`src/rtl/tof_sequencer_pkg.sv`:
```
// ============================================================================
//  tof_sequencer_pkg
//  Shared FSM encoding, gate-entry field slots and default sizes.
//  Revision: 1.0
// ============================================================================
`default_nettype none

package tof_sequencer_pkg;

    localparam int DEFAULT_W     = 8;
    localparam int DEFAULT_DEPTH = 8;

    // Gate entry is {t, c1, c0}; each field is log2(W) bits wide at slot*log2(W).
    localparam int C0_FIELD = 0;
    localparam int C1_FIELD = 1;
    localparam int T_FIELD  = 2;

    typedef enum logic [1:0] {
        S_IDLE = 2'd0,
        S_RUN  = 2'd1,
        S_DONE = 2'd2
    } state_t;

endpackage

`default_nettype wire

```
`src/rtl/tof_sequencer_tof.sv`:
```
// ============================================================================
//  tof
//  Three-bit Toffoli gate: a = {t, c1, c0}, y = {t ^ (c1 & c0), c1, c0}.
//  Revision: 1.0
// ============================================================================
`default_nettype none

module tof (
    input  logic [2:0] a,
    output logic [2:0] y
);

    assign y = {a[2] ^ (a[1] & a[0]), a[1], a[0]};

endmodule

`default_nettype wire

```
`src/rtl/tof_sequencer.sv`:
```
// ============================================================================
//  tof_sequencer
//  Applies a stored list of Toffoli gates, one per cycle, to a state register.
//  Revision: 1.0
// ============================================================================
`default_nettype none

module tof_sequencer
    import tof_sequencer_pkg::*;
#(
    parameter int W     = DEFAULT_W,
    parameter int DEPTH = DEFAULT_DEPTH
) (
    input  logic                        clk,
    input  logic                        rst_n,
    input  logic                        ld_gate,
    input  logic [$clog2(DEPTH)-1:0]    ld_addr,
    input  logic [3*$clog2(W)-1:0]      gate_in,
    input  logic                        ld_data,
    input  logic [W-1:0]                data_in,
    input  logic [$clog2(DEPTH):0]      len,
    input  logic                        dir,
    input  logic                        start,
    output logic                        busy,
    output logic                        done,
    output logic                        err,
    output logic [W-1:0]                data_out
);

    localparam int LW = $clog2(W);
    localparam int LD = $clog2(DEPTH);

    state_t              state;
    state_t              state_nx;
    logic [W-1:0]        s;
    logic [3*LW-1:0]     glist [DEPTH];
    logic [LD-1:0]       pc;
    logic [LD:0]         run_len;
    logic                run_dir;
    logic                err_r;

    logic [LD:0]         len_sat;
    logic [3*LW-1:0]     entry;
    logic [LW-1:0]       t_idx;
    logic [LW-1:0]       c1_idx;
    logic [LW-1:0]       c0_idx;
    logic                gate_illegal;
    logic                last_gate;
    logic [2:0]          tof_in;
    logic [2:0]          tof_y;
    logic [1:0]          unused_tof_ctrl;

    assign len_sat = (len > (LD+1)'(DEPTH)) ? (LD+1)'(DEPTH) : len;

    assign entry  = glist[pc];
    assign t_idx  = entry[T_FIELD*LW  +: LW];
    assign c1_idx = entry[C1_FIELD*LW +: LW];
    assign c0_idx = entry[C0_FIELD*LW +: LW];

    assign gate_illegal = (t_idx == c0_idx) || (t_idx == c1_idx) ||
                          ({1'b0, pc} >= run_len);
    assign last_gate    = run_dir ? (pc == '0)
                                  : ({1'b0, pc} == run_len - (LD+1)'(1));

    assign tof_in = {s[t_idx], s[c1_idx], s[c0_idx]};

    tof u_tof (
        .a (tof_in),
        .y (tof_y)
    );

    // Control bits pass through the gate unchanged; only the target is written back.
    assign unused_tof_ctrl = tof_y[1:0];

    always_ff @(posedge clk) begin
        if (!rst_n) begin
            state <= S_IDLE;
        end else begin
            state <= state_nx;
        end
    end

    always_comb begin
        state_nx = state;
        case (state)
            S_IDLE: begin
                if (start) begin
                    state_nx = (len_sat == '0) ? S_DONE : S_RUN;
                end
            end
            S_RUN: begin
                if (last_gate) begin
                    state_nx = S_DONE;
                end
            end
            S_DONE:  state_nx = S_IDLE;
            default: state_nx = S_IDLE;
        endcase
    end

    always_ff @(posedge clk) begin
        if (!rst_n) begin
            s       <= '0;
            pc      <= '0;
            run_len <= '0;
            run_dir <= 1'b0;
            err_r   <= 1'b0;
        end else begin
            case (state)
                S_IDLE: begin
                    if (ld_data) begin
                        s <= data_in;
                    end
                    if (start) begin
                        run_len <= len_sat;
                        run_dir <= dir;
                        err_r   <= 1'b0;
                        pc      <= (dir && len_sat != '0) ? LD'(len_sat - (LD+1)'(1)) : '0;
                    end
                end
                S_RUN: begin
                    if (gate_illegal) begin
                        err_r <= 1'b1;
                    end else begin
                        s[t_idx] <= tof_y[2];
                    end
                    // Counter holds on the final gate rather than wrapping.
                    if (!last_gate) begin
                        pc <= run_dir ? (pc - LD'(1)) : (pc + LD'(1));
                    end
                end
                default: begin
                end
            endcase
        end
    end

    // Gate list is deliberately not reset; writes are accepted only while idle.
    always_ff @(posedge clk) begin
        if (state == S_IDLE && ld_gate) begin
            glist[ld_addr] <= gate_in;
        end
    end

    assign busy     = (state == S_RUN);
    assign done     = (state == S_DONE);
    assign err      = err_r;
    assign data_out = s;

endmodule

`default_nettype wire

```
`config.mk`:
```
export PLATFORM = sky130hd
export DESIGN_NAME = tof_sequencer
export DESIGN_NICKNAME = d
export VERILOG_FILES = /design/src/rtl/tof_sequencer_pkg.sv /design/src/rtl/tof_sequencer_tof.sv /design/src/rtl/tof_sequencer.sv
export SDC_FILE = /design/constraint.sdc
export NUM_CORES = 1
export LEC_CHECK = 0
export CORE_MARGIN = 4
export CORE_UTILIZATION = 50
export DETAILED_ROUTE_END_ITERATION = 12
export PLACE_DENSITY_LB_ADDON = 0.05
export SLEW_MARGIN = 20
export SYNTH_ARGS = -nofsm -noshare
export SYNTH_HDL_FRONTEND = slang
export SYNTH_SLANG_ARGS = --single-unit
```
`constraint.sdc`:
```
create_clock -name clk -period 3.95 [get_ports clk]
set_clock_uncertainty 0.05 [all_clocks]
set_input_delay 0.5925 -clock clk [delete_from_list [all_inputs] [get_ports clk]]
set_output_delay 0.5925 -clock clk [all_outputs]
set_load 0.005 [all_outputs]
```
# Word level (Yosys, flattened, before mapping)
# Memory sizes are Yosys's and may differ from the RTL's. A register that Yosys moved wholly into a read port is not among the register bits.
# Cells that the tools add are included.
# W data, S select, Z words.
[totals] wordCells=75 out_inout_bits=11 mem_count=1 mem_bits_rw=72 register_bits=19 in_bits=30
[memory_table] name="glist" words=8 width=9 rd=1 rd_clocked_by_memory_dff=1 write_ports=1 line_no="tof_sequencer.sv:36" text="logic [3*LW-1:0] glist [DEPTH];"
[op_classes] n_addsub=4 n_reduce_logical=15 n_eq_ne=11 magnitude_cmp=6 n_mux=30 n_bitwise=2
[op_table] operator="$mux W3" count=6
[op_table] operator="$mux W8" count=2
[op_table] operator="$pmux W8 S2" count=1
[op_table] operator="$lt A3 B4 Y1 const B" count=3
[op_table] operator="$bmux W1 S3" count=3
[op_table] operator="$mux W1" count=9
[op_table] operator="$reduce_and A3 Y1" count=3
[op_table] operator="$bwmux W8" count=1
[op_table] operator="$ne A2 B2 Y1 const B" count=4
[op_table] operator="$eq A3 B3 Y1" count=2
[op_table] operator="$mux W2" count=3
[op_table] operator="$pmux W3 S2" count=1
[op_table] operator="$sub A3 B1 Y3 const B" count=2
[op_table] operator="$eq A3 B4 Y1" count=1
[op_table] operator="$ge A3 B4 Y1" count=1
[op_table] operator="$gt A4 B4 Y1 const B" count=1
[op_table] operator="$logic_not A4 Y1" count=1
[op_table] operator="$mux W4" count=1
[op_table] operator="$ne A2 B1 Y1 const B" count=2
[op_table] operator="$pmux W2 S2" count=1
[op_table] operator="$reduce_and A2 Y1" count=2
[op_table] operator="$reduce_bool A4 Y1" count=1
[op_table] operator="$sub A4 B1 Y4 const B" count=1
[op_table] operator="$add A3 B1 Y3 const B" count=1
[op_table] operator="12 further kinds" count=15

# Longest topological paths before layout
[logic_depth] word_depth=9 depth_mapped=11

# Modules after synthesis
# From an unflattened synthesis, not the netlist that was laid out.
[unflattened] cells_unflattened=331 area_unflattened_um2=4491.8
[modules_own_cells] module="tof_sequencer" seq_area_each_um2=2602.5 area_each_um2=4464.3 n_inst=1 cells_each=327
[modules_own_cells] module="tof" seq_area_each_um2=0.0 area_each_um2=27.5 n_inst=1 cells_each=4

# Worst setup path after synthesis
# OpenSTA, ideal clock, no wires.
[synth_timing] kind="register -> register" start="reg (tool-made name)" end="reg s[0] (netlist: data_out[0])" path_buffers=2 t_arrival_ns=2.504 path_slack_ns=1.311 period_less_slack_ns=2.639 path_stages_with_launch=10 cell_sequence="dfxtp_1 buf_2 buf_6 mux4_2 mux2_2 o2bb2ai_1 or4_1 nand3_2 nor3_1 a211oi_1"
[synth_lines] element="end signal: assignment" line_no="tof_sequencer.sv:112" text="s <= data_in;"
[synth_lines] element="end signal: indexed assignment" line_no="tof_sequencer.sv:125" text="s[t_idx] <= tof_y[2];"
[synth_lines] element="end: declaration" line_no="tof_sequencer.sv:35" text="logic [W-1:0] s;"

==> impl_metrics.yaml <==
status:
  outcome: "finished clean"
drt:
  vias: 2811
  first_pass_iters: 4
  wirelength_um: 9390
  ant_nets: 0
  drt_iter0_drc: 103
  wire_per_inst_um: 19.0
  post_drt_via_cell_ratio: 5.70
  drc: 0
floorplan:
  io_pins: 41
  row_count: 34
  die_w_um: 103
  fp.dieH_um: 103
  core_area_um2: 8760
  dieArea_um2: 10600
  start_util: 0.515
yosys:
  syn_inst: 337
  synth_common_cells: "edfxtp_1 (72), nor2_1 (34), mux2i_1 (26), dfxtp_1 (22)"
  synth-edff-count: 72
  synthDistinctLibCells: 45
  synth_top_area_cell: "edfxtp_1"
  synth.ff_latch_count: 94
  synthFlopType: "edfxtp_1"
  syn_area_um2: 4520
  syn_avg_cell_area_um2: 13.4
  ys_seq_area_frac: 0.576
  synth.most_common_cell: "edfxtp_1"
  synthTopCellsByArea: "edfxtp_1 (48%), dfxtp_1 (9.8%), mux2i_1 (5.8%)"
  yosysWarningCount: 0
  synth_top_area_share: 0.479
  synth_nets: 374
  async_flop_share: 0
critical_path:
  arrival_ps: 3350
  end_kind: "flip-flop"
  crit_required_ps: 4160
  crit_type: "reg -> reg"
  cp_max_fo: 13
  crit_path_start_kind: "flip-flop"
timing:
  whs_ps: 444
  period_share: 0.795
  setup_viol: 0
  fmax_mhz: 318
  worstMarginPinSlew_ps: 931
  setup_tns_ps: 0
  rsz0062_at_grt: "false"
  hold_viol_final: 0
  maxSlewHeadroom: 0.377
  finalMaxSlewViolations: 0
  finalCriticalPeriod_ps: 3140
finish:
  num-fill-cells: 720
  drive_above_1_share: 0.117
  nets: 417
  final_cells: 493
  area_delta_synth_final_pct: 15.8
  antenna_cells: 0
clock_network:
  numCtsBuffers: 9
  clk_latency_ps: 340
  hold_buffers: 0
  root_buffer: "clkbuf_8"
  post-cts-setup-buffers: 0
  cts_resized: 0
  cts_sinks: 94
  cts_tree: "done"
  cts-htree-levels: 3
  path_clk_slew_ps: 100
  clock_path_buffers: 2
place:
  dp_cells: 477
  place_hpwl_um: 6590
  port_buffers: 40
  gp_congestion: 0.843
global_routing:
  grt_pass1_vias: 2960
  antenna_found_initial: 0
  grt_start_max_net_pins: 24
  overflow: 0
  track_usage: 0.190
  grt_pass1_wl_um: 15200
power:
  p_sw_mw: 0.683
  pwr-share-seq: 0.484
  clockPowerShare: 0.293
  ir_drop_mv: 0.213
  leakage_nw: 1.77
  p_int_mw: 1.73
  power_density_nw_per_um2: 461
  netSwitchingFraction: 0.283
  p_comb_frac: 0.222
  p_total_mw: 2.41
min_path:
  min_path_type: "reg -> reg"
job:
  cap_violations: 0
## registers in the layout, summed over array words and instances (netlist names), named ones only
name,flops
glist,72
data_out,8
run_dir,1
pc,3
state,2
err,1
run_len,4
## logic make-up (layout without fill, tap and decap cells)
group | after synthesis | after routing | synth area share
AOI/OAI and AO/OA | 67 | 67 | 0.0998
xor gates and xnor gates | 9 | 9 | 0.0191
adders and majority gates | 7 | 7 | 0.0211
buffers and inverters | 32 | 80 | 0.0357
DFF | 94 | 94 | 0.576
muxes | 47 | 47 | 0.162
and+or+nand+nor | 81 | 81 | 0.0856
## power by group through the flow
| stage | clock network (mW) | registers [mW] | logic [mW] |
|---|---|---|---|
| after floorplan | 0 | 1.16 | 0.410 |
| after global placement | 0 | 1.19 | 0.525 |
| after detailed placement | 0 | 1.19 | 0.535 |
| after CTS | 0.722 | 1.17 | 0.538 |
| after global routing | 0.769 | 1.18 | 0.591 |
| final | 0.708 | 1.17 | 0.537 |
## through the flow
step	setup WS, ps	cell area, um^2	util
5_1_grt	519	5230	0.597
2_1_floorplan	1310	4520	-
3_5_place_dp	811	5010	0.571
6_report	808	5230	0.597
4_1_cts	778	5230	0.596
3_3_place_gp	862	5010	0.571
## cell usage in the layout, fill, tap and decap left out, types with 5 or more instances in the layout
cell type,n
edfxtp_1,72
clkdlybuf4s50_1,40
nor2_1,32
mux2i_1,26
dfxtp_1,22
inv_1,16
o21ai_0,16
nand2_1,15
mux4_2,10
a211oi_1,9
clkbuf_8,9
a21oi_1,8
nand2b_1,7
nor2b_1,7
o21a_1,7
a31oi_1,7
buf_4,7
mux4_1,6
xor2_1,6
ha_1,6
nor3_1,5
a21boi_0,5
## final cells by class
cell class / instances / area (um^2) / share of cell area
Clock inverter: 6 / 92.6 / 0.0177
Tap cell: 108 / 135 / 0.0258
Timing Repair Buffer: 47 / 453 / 0.0866
Sequential cell: 94 / 2600 / 0.497
Clock buffer: 10 / 128 / 0.0244
Inverter: 17 / 63.8 / 0.0122
Multi-Input combinational cell: 211 / 1760 / 0.336
## final timing paths
path                   from          end  slack (ps)  depth (start not counted)
hold / removal     state[1]     state[1]         440                          1
hold reg to reg    state[1]     state[1]         440                          1
setup / recovery  flip-flop  data_out[0]         810                          8
setup reg to reg  flip-flop  data_out[0]         810                          8
## critical path, cell delays in order, from the launching register on
cell and delay (ps):
dfxtp_1 780, mux4_1 680, mux2i_4 390, xor2_1 120, o32ai_1 420, inv_1 130
nand3_2 180, nor3_1 90, a211oi_1 220
## layer usage
| metal | GRT usage | wire [um] | part of all wire | vias up |
|---|---|---|---|---|
| li1 | - | - | - | 1358 |
| met1 | 0.251 | 4240 | 0.45 | 1382 |
| met2 | 0.324 | 4690 | 0.50 | 69 |
| met3 | 0.0392 | 439 | 0.047 | 2 |
| met4 | 0.0448 | 29 | 0.0031 | 0 |
| met5 | 0 | 0 | 0 | - |
Note: power is estimated with default switching activity, not from simulation.
